File: src/rtl/inv_key_schedule.sv
// -----------------------------------------------------------------------------
// inv_key_schedule
//
// On-the-fly AES-128 inverse key schedule. Starting from the final round key
// K10, the block walks the key schedule backwards and presents K10, K9 ... K0,
// one round key per valid/ready handshake. Only the current round key is
// stored. All SubWord lookups go through an external, combinational, shared
// S-box word port.
//
// Optional feature (compile-time macro INV_KEY_FWD_EXPAND_EN):
//   When defined, key_i is the cipher key K0. An EXPAND phase first runs the
//   ten forward key-expansion steps (one per cycle) to reach K10, after which
//   the backward walk proceeds as usual. When undefined, key_i must be K10
//   and neither the EXPAND state nor its step counter exist.
//
// Ports:
//   clk_i        in   1    clock, rising edge
//   rst_ni       in   1    asynchronous active-low reset
//   start_i      in   1    start a run (sampled only in IDLE)
//   key_i        in   128  K10 (or K0 with INV_KEY_FWD_EXPAND_EN)
//   W_S_box      in   32   byte-wise SubWord of sbox_word_o (combinational)
//   sbox_word_o  out  32   word presented to the external S-box
//   key_o        out  128  current round key {w0,w1,w2,w3}, w0 in [127:96]
//   round_o      out  4    round index of key_o (10 down to 0)
//   key_valid_o  out  1    key_o is valid
//   key_ready_i  in   1    consumer accepts key_o
//   done_o       out  1    one-cycle pulse after K0 is accepted
// -----------------------------------------------------------------------------
`ifndef KEY_WIDTH
`define KEY_WIDTH 128
`endif
`ifndef FOUR_BYTE_WIDTH
`define FOUR_BYTE_WIDTH 32
`endif
`ifndef BYTE_WIDTH
`define BYTE_WIDTH 8
`endif

module inv_key_schedule (
    input  logic                        clk_i,
    input  logic                        rst_ni,
    input  logic                        start_i,
    input  logic [`KEY_WIDTH-1:0]       key_i,
    input  logic [`FOUR_BYTE_WIDTH-1:0] W_S_box,
    output logic [`FOUR_BYTE_WIDTH-1:0] sbox_word_o,
    output logic [`KEY_WIDTH-1:0]       key_o,
    output logic [3:0]                  round_o,
    output logic                        key_valid_o,
    input  logic                        key_ready_i,
    output logic                        done_o
);

    localparam int unsigned WW = `FOUR_BYTE_WIDTH;
    localparam int unsigned BW = `BYTE_WIDTH;

    localparam logic [3:0]    ROUND_LAST = 4'd10;
    localparam logic [BW-1:0] RC_K10     = 8'h36;

`ifdef INV_KEY_FWD_EXPAND_EN
    localparam logic [BW-1:0] RC_K1      = 8'h01;
    localparam logic [3:0]    STEP_LAST  = 4'd9;

    typedef enum logic [1:0] {
        ST_IDLE   = 2'd0,
        ST_EXPAND = 2'd1,
        ST_ACTIVE = 2'd2
    } state_e;
`else
    typedef enum logic [1:0] {
        ST_IDLE   = 2'd0,
        ST_ACTIVE = 2'd2
    } state_e;
`endif

    // RotWord: cyclic left rotation of a word by one byte.
    function automatic logic [WW-1:0] rot_word(input logic [WW-1:0] w);
        return {w[WW-BW-1:0], w[WW-1:WW-BW]};
    endfunction

    // Backward round-constant step: multiply by x^-1 in GF(2^8).
    function automatic logic [BW-1:0] rcon_inv_step(input logic [BW-1:0] rc);
        return (rc >> 1) ^ (rc[0] ? 8'h8d : 8'h00);
    endfunction

`ifdef INV_KEY_FWD_EXPAND_EN
    // Forward round-constant step: multiply by x in GF(2^8).
    function automatic logic [BW-1:0] rcon_fwd_step(input logic [BW-1:0] rc);
        return (rc << 1) ^ (rc[BW-1] ? 8'h1b : 8'h00);
    endfunction
`endif

    state_e               state_q, state_d;
    logic [`KEY_WIDTH-1:0] key_q, key_d;
    logic [3:0]           round_q, round_d;
    logic [BW-1:0]        rc_q, rc_d;
    logic                 key_valid_q, key_valid_d;
    logic                 done_q, done_d;
`ifdef INV_KEY_FWD_EXPAND_EN
    logic [3:0]           step_q, step_d;
`endif

    logic [WW-1:0] w0_s, w1_s, w2_s, w3_s;
    logic [WW-1:0] sub_rot_s;
    logic [WW-1:0] rc_word_s;
    logic [WW-1:0] inv_t_s;
    logic [`KEY_WIDTH-1:0] inv_key_s;
`ifdef INV_KEY_FWD_EXPAND_EN
    logic [WW-1:0] fw0_s, fw1_s, fw2_s, fw3_s;
    logic [`KEY_WIDTH-1:0] fwd_key_s;
`endif

    // Split the current key into words and build the forward/backward step.
    always_comb begin
        w0_s      = key_q[4*WW-1:3*WW];
        w1_s      = key_q[3*WW-1:2*WW];
        w2_s      = key_q[2*WW-1:WW];
        w3_s      = key_q[WW-1:0];
        // The S-box is byte-wise, so SubWord(RotWord(x)) == RotWord(SubWord(x)).
        sub_rot_s = rot_word(W_S_box);
        rc_word_s = {rc_q, {(WW-BW){1'b0}}};
        // Old w3 is recovered as w3'^w2'; it is the word fed to the S-box.
        inv_t_s   = w3_s ^ w2_s;
        inv_key_s = {w0_s ^ sub_rot_s ^ rc_word_s,
                     w1_s ^ w0_s,
                     w2_s ^ w1_s,
                     inv_t_s};
`ifdef INV_KEY_FWD_EXPAND_EN
        fw0_s     = w0_s ^ sub_rot_s ^ rc_word_s;
        fw1_s     = w1_s ^ fw0_s;
        fw2_s     = w2_s ^ fw1_s;
        fw3_s     = w3_s ^ fw2_s;
        fwd_key_s = {fw0_s, fw1_s, fw2_s, fw3_s};
`endif
    end

    // Select the word presented to the shared S-box.
    always_comb begin
`ifdef INV_KEY_FWD_EXPAND_EN
        if (state_q == ST_EXPAND) begin
            sbox_word_o = w3_s;
        end else begin
            sbox_word_o = inv_t_s;
        end
`else
        sbox_word_o = inv_t_s;
`endif
    end

    // Next-state, next-key and handshake logic.
    always_comb begin
        state_d  = state_q;
        key_d    = key_q;
        round_d  = round_q;
        rc_d     = rc_q;
        done_d   = 1'b0;
`ifdef INV_KEY_FWD_EXPAND_EN
        step_d   = step_q;
`endif

        case (state_q)
            ST_IDLE: begin
                if (start_i) begin
                    key_d   = key_i;
`ifdef INV_KEY_FWD_EXPAND_EN
                    state_d = ST_EXPAND;
                    rc_d    = RC_K1;
                    step_d  = 4'd0;
`else
                    state_d = ST_ACTIVE;
                    round_d = ROUND_LAST;
                    rc_d    = RC_K10;
`endif
                end else begin
                    state_d = ST_IDLE;
                end
            end

`ifdef INV_KEY_FWD_EXPAND_EN
            ST_EXPAND: begin
                key_d  = fwd_key_s;
                rc_d   = rcon_fwd_step(rc_q);
                step_d = step_q + 4'd1;
                if (step_q == STEP_LAST) begin
                    // K10 is now in key_d; the backward walk starts with rcon 0x36.
                    state_d = ST_ACTIVE;
                    rc_d    = RC_K10;
                    round_d = ROUND_LAST;
                end else begin
                    state_d = ST_EXPAND;
                end
            end
`endif

            ST_ACTIVE: begin
                if (key_ready_i) begin
                    if (round_q != 4'd0) begin
                        key_d   = inv_key_s;
                        round_d = round_q - 4'd1;
                        rc_d    = rcon_inv_step(rc_q);
                    end else begin
                        // K0 accepted: key_o and round_o hold their last values.
                        state_d = ST_IDLE;
                        done_d  = 1'b1;
                    end
                end else begin
                    state_d = ST_ACTIVE;
                end
            end

            default: begin
                state_d = ST_IDLE;
            end
        endcase

        key_valid_d = (state_d == ST_ACTIVE);
    end

    // State and datapath registers with asynchronous reset.
    always_ff @(posedge clk_i or negedge rst_ni) begin
        if (!rst_ni) begin
            state_q     <= ST_IDLE;
            key_q       <= {`KEY_WIDTH{1'b0}};
            round_q     <= 4'd0;
            rc_q        <= RC_K10;
            key_valid_q <= 1'b0;
            done_q      <= 1'b0;
`ifdef INV_KEY_FWD_EXPAND_EN
            step_q      <= 4'd0;
`endif
        end else begin
            state_q     <= state_d;
            key_q       <= key_d;
            round_q     <= round_d;
            rc_q        <= rc_d;
            key_valid_q <= key_valid_d;
            done_q      <= done_d;
`ifdef INV_KEY_FWD_EXPAND_EN
            step_q      <= step_d;
`endif
        end
    end

    assign key_o       = key_q;
    assign round_o     = round_q;
    assign key_valid_o = key_valid_q;
    assign done_o      = done_q;

endmodule

File: config.mk
export PLATFORM = sky130hd
export DESIGN_NAME = inv_key_schedule
export DESIGN_NICKNAME = d
export VERILOG_FILES = /design/src/rtl/inv_key_schedule.sv
export SDC_FILE = /design/constraint.sdc
export NUM_CORES = 1
export LEC_CHECK = 0
export ABC_AREA = 1
export CAP_MARGIN = 25
export CORE_MARGIN = 4
export CORE_UTILIZATION = 32
export DETAILED_ROUTE_END_ITERATION = 7
export GPL_TIMING_DRIVEN = 0
export MAX_ROUTING_LAYER = met4
export PLACE_DENSITY = 0.66
export SYNTH_ARGS = -nofsm -noshare
export SYNTH_HDL_FRONTEND = slang
export SYNTH_SLANG_ARGS = --single-unit
export TNS_END_PERCENT = 30
File: constraint.sdc
create_clock -name clk_i -period 2.5 [get_ports clk_i]
set_input_delay 0.5 -clock clk_i [delete_from_list [all_inputs] [get_ports clk_i]]
set_output_delay 0.5 -clock clk_i [all_outputs]
set_load 0.02 [all_outputs]
# Yosys cells after proc, flatten, opt, wreduce, memory -nomap -nowiden
# Index checks and enable logic that the tools add are counted.
# Widths: inputs -> output; s select.
[totals]
reg_bits = 144
out_inout_bits = 166
elab_cells = 42
[op_classes]
addsub = 1
eq_ne = 5
n_mux = 20
bitwise_logic = 6
reduce_logical = 4
[ops]
columns = ["operator", "n"]
rows = [
  ["$mux 128", 3],
  ["$pmux 128 s2", 1],
  ["$xor 32x32->32", 5],
  ["$mux 8", 4],
  ["$pmux 8 s2", 1],
  ["$mux 4", 3],
  ["$pmux 4 s2", 1],
  ["$xor 7x8->8", 1],
  ["$mux 2", 3],
  ["$ne 2x2->1 const B", 3],
  ["$eq 2x2->1 const B", 2],
  ["$pmux 2 s2", 1],
  ["$reduce_and 4->1", 1],
  ["$reduce_bool 4->1", 1],
  ["$sub 4x1->4 const B", 1],
  ["$mux 1", 3],
  ["$logic_not 2->1", 1],
  ["$reduce_bool 2->1", 1],
]

# Logic depth before layout (Yosys ltp)
# Gate-level depths: netlist of run 1.
[depth]
depth_word = 5
mapped_depth = 10
ltp_nobuf = 7

# Worst setup path before layout of run 1
# OpenSTA, ideal clock, no wires.
[synth_timing]
path_kind = "reg-to-reg"
start = "register round_q[0], in the netlist round_o[0]"
end = "register key_q[10], in the netlist key_o[10]"
setup_ps = 116
t_arrival_ps = 1511
t_required_ps = 2384
slack_ps = 873
path_stages_with_launch = 11
period_less_slack_ps = 1627
path_cell_list = "dfrtp_1 inv_1 ha_1 nand3_1 nand2_2 inv_2 buf_4 buf_6 buf_6 nand2_1 nand2_1"
[synth_via]
elab_chain_len = 3
[synth_rtl]
columns = ["item", "line_no", "text"]
rows = [
  ["start, declared", "94", "logic [3:0] round_q, round_d;"],
  ["start signal, assigned", "233", "round_q <= round_d;"],
  ["$reduce_bool 4->1", "196", "if (round_q != 4'd0) begin"],
  ["$ne 2x2->1 (no source line)", "--", ""],
  ["$reduce_and 4->1 (no source line)", "--", ""],
  ["end signal, assigned", "222", "key_q <= {`KEY_WIDTH{1'b0}};"],
  ["end signal, assigned", "232", "key_q <= key_d;"],
  ["end, declared", "93", "logic [`KEY_WIDTH-1:0] key_q, key_d;"],
]
# Every way passes these cells.
# A chain may end at the register's enable or synchronous reset.

# Final worst setup path of run 1
[layout_timing]
start = "register key_q[63], in the netlist key_o[63]"
end = "output port sbox_word_o[31]"
[layout_via]
elab_chain_len = 1
[layout_rtl]
columns = ["item", "line_no", "text"]
rows = [
  ["$xor 32x32->32", "122", "inv_t_s = w3_s ^ w2_s;"],
  ["end, declared", "45", "output logic [`FOUR_BYTE_WIDTH-1:0] sbox_word_o,"],
]
# Every way passes these cells.

==> results of run 1 <==
-- cell families after synthesis --
kind of cell | share of synthesized area (%)
flip-flops | 41.6
AO/OA/AOI/OAI | 7.74
XOR/XNOR | 4.14
other | 0.0433
adder cells (fa/ha/maj) | 0.144
AND/OR/NAND/NOR | 36.4
buffers and inverters | 9.90
-- final timing paths --
check,start,end,depth (start not counted)
setup / recovery,key_o[63],sbox_word_o[31],3
hold / removal,rst_ni,key_o[28],1
setup reg to reg,round_o[0],key_o[117],8
hold reg to reg,rc_q[5],rc_q[5],2
max in group asynchronous,rst_ni,key_o[73],2
min in group clk_i,rc_q[5],rc_q[5],2
-- routing by layer --
layer / global-route usage (%) / vias up / part of all wire, %
met5: - / - / 0
met4: 6.25 / 0 / 1.7
met3: 4.72 / 33 / 7.0
met2: 37.7 / 347 / 47
met1: 29.5 / 4432 / 44
li1: - / 4725 / -
-- per-stage QoR --
stage | hold slack (ps) | cell area [sq um] | utilization, %
floorplan | 204 | 8670 | -
global placement | 487 | 12400 | 47.0
detailed placement | 474 | 12400 | 47.1
CTS | 17.6 | 13000 | 49.2
global route | 33.4 | 13000 | 49.2
finish | -2.80 | 13000 | 49.2
-- power groups by stage --
stage | Sequential [mW] | Combinational (mW) | Clock [mW]
3_5_place_dp | 4.14 | 7.03 | 0
3_3_place_gp | 4.13 | 6.95 | 0
2_1_floorplan | 4.87 | 2.80 | 0
4_1_cts | 4.12 | 7.07 | 2.55
6_report | 4.12 | 7.00 | 2.50
5_1_grt | 4.27 | 7.64 | 2.63
-- flip-flops by register name (all words and copies together), names as in the netlist --
register / count
done_o: 1
key_valid_o: 1
state_q: 2
round_o: 4
key_o: 128
rc_q: 8
-- worst register-to-register path: stages (launching register included) --
cell and delay, ps:
dfrtp_1 360, inv_1 90, ha_1 250, nand3_1 110
nand2_2 120, inv_2 70, buf_4 160, clkbuf_1 550
o21ai_0 170
-- cells in the final DEF (no fill, tap or decap), drive strengths merged --
master | Yosys | routed
a21oi | 3 | 3
inv | 147 | 150
nor2 | 45 | 45
nand3 | 74 | 74
dfstp | 4 | 4
bufinv | 0 | 1
nand3b | 25 | 25
buf | 33 | 35
clkinvlp | 0 | 2
diode | 0 | 2
xnor2 | 37 | 37
clkbuf | 25 | 43
o21ai | 131 | 131
nand2 | 645 | 645
conb | 1 | 1
clkdlybuf4s50 | 0 | 328
dfrtp | 140 | 140
xor2 | 4 | 4
clkinv | 0 | 8
ha | 1 | 1
-- layout make-up --
type / instances / share of cell area (%)
antenna: 2 / 0.0386
buffer: 58 / 2.36
clock buffer: 18 / 3.31
clock inverter: 14 / 1.03
inverter: 147 / 4.25
multi-input combinational: 966 / 32.4
sequential: 144 / 27.8
tap: 335 / 3.23
timing repair buffer: 330 / 25.6
==> run metrics, run 1 <==
WP buf/inv=2; largest net degree at the start of global routing=81; post-synth top area share=40.4%; worst setup margin=259 ps; Max-slew headroom=51.2%; crit path cell chain=xnor2_1, inv_1, clkdlybuf4s50_1; area delta synth->final=49.8%; nature of the critical path endpoint=output pin; Peak VDD IR=588 uV; Clock Path Buffers=2; crit-path max cell delay=610 ps; CP Class=reg2out; reg-to-reg setup timing slack=470 ps; count leader, synth=nand2_1; Critical Path Slowest Stage Cell=clkdlybuf4s50_1; IO buf count=329; aggregate global routing overflow=0; status=finished with violations; max cap viols=0; CTS root buf=clkbuf_16; Clock power frac=18.4%; Non-Filler Instances=2014; Pleak=6.39 nW; failing checks=negative hold slack; Flop pwr share=30.3%; CTS hold repair buffers=0; CTS H-tree lvls=4; Mapped Area=8670 sq um; Starting DRT DRC Count=658; Worst EP required=2000 ps; area taken by multi-input logic gates=4200 sq um; filler instances=2629; NetSw=5.93 mW; DRT Pass-1 Iters=5; Comb power frac=51.4%; die area=29800 sq um; Avg WL per Cell=17.0 um; GP Congestion=0.833; post-layout minimum cycle time=2240 ps; Pwr per Cell Area=1050 nW/um^2; Final Max Tran Viols=0; clock sinks=144; Core Rows=59; Slew @ Worst Pin=732 ps; layout cells sized above 1=4.47%; FFs w/ async S/R, synth=100%; Post-DRT Antenna Nets=0; GRT Util Overall=23.1%; cell taking the most area after synthesis=dfrtp_1; Clock Latency Late Sink=420 ps; syn avg cell area=6.59 sq um; Placed Cells=1980; Max FO, Critical Path=4; design internal power=7.70 mW; vias per cell=4.74; Post-synth top flop=dfrtp_1; Reg area=3610 sq um; Worst Path Arrival=1740 ps; crit-path leading delay family=buffers and inverters; chip height=173 um; sw frac=43.5%; synthesized flop and latch total=144; Final Total Pwr=13.6 mW; clk slew on worst S/H paths=70 ps; fin crit share=89.6%; Post-synth EDFFs=0; Die Span X=173 um; Startpoint Class=register; cells after synthesis=1315; io pins=330; Hold WC Path Type=in2async; register area share after synthesis=41.6%; final count of hold timing violations=1; RSZ-0062 raised after global routing=false; Final Skew=14.1 ps; vias in the first global route=9340; Nets=1829; Setup Fix Bufs, Post-CTS=0; DRC=0; most frequent cells after synthesis=nand2_1 (643), inv_1 (146), dfrtp_1 (140); total CTS buffers=17; final setup vio count=0; placed wire-length estimate=25.4 mm; ranking of synthesized cells by area=dfrtp_1 (40%), nand2_1 (28%), o21ai_0 (7.3%), inv_1 (6.3%), nand3_1 (4.3%); Core Footprint=26400 sq um; total wire length=34.3 mm; pre-CTS WS=31.7 ps; Net Count, Synth=1480; vias=9537; Yosys cell types=21; Synth warnings=0; Hold Slack=-2.80 ps; post_cts resized=0; setup TNS=0 ps; FMAX=446 MHz; starting density of the core=32.9%; CTS tree=built; first-pass GRT wire length=53.0 mm; antenna violations before repair=1
Note: power is estimated with default switching activity, not from simulation.
==> run 2: changes to the inputs <==
--- a/config.mk
+++ b/config.mk
@@ -9,6 +9,7 @@
 export CAP_MARGIN = 25
 export CORE_MARGIN = 4
 export CORE_UTILIZATION = 32
+export CTS_CLUSTER_DIAMETER = 150
 export DETAILED_ROUTE_END_ITERATION = 7
 export GPL_TIMING_DRIVEN = 0
 export MAX_ROUTING_LAYER = met4
==> results of run 2 <==
No change in the layout: final DEF, timing and power equal those of run 1.
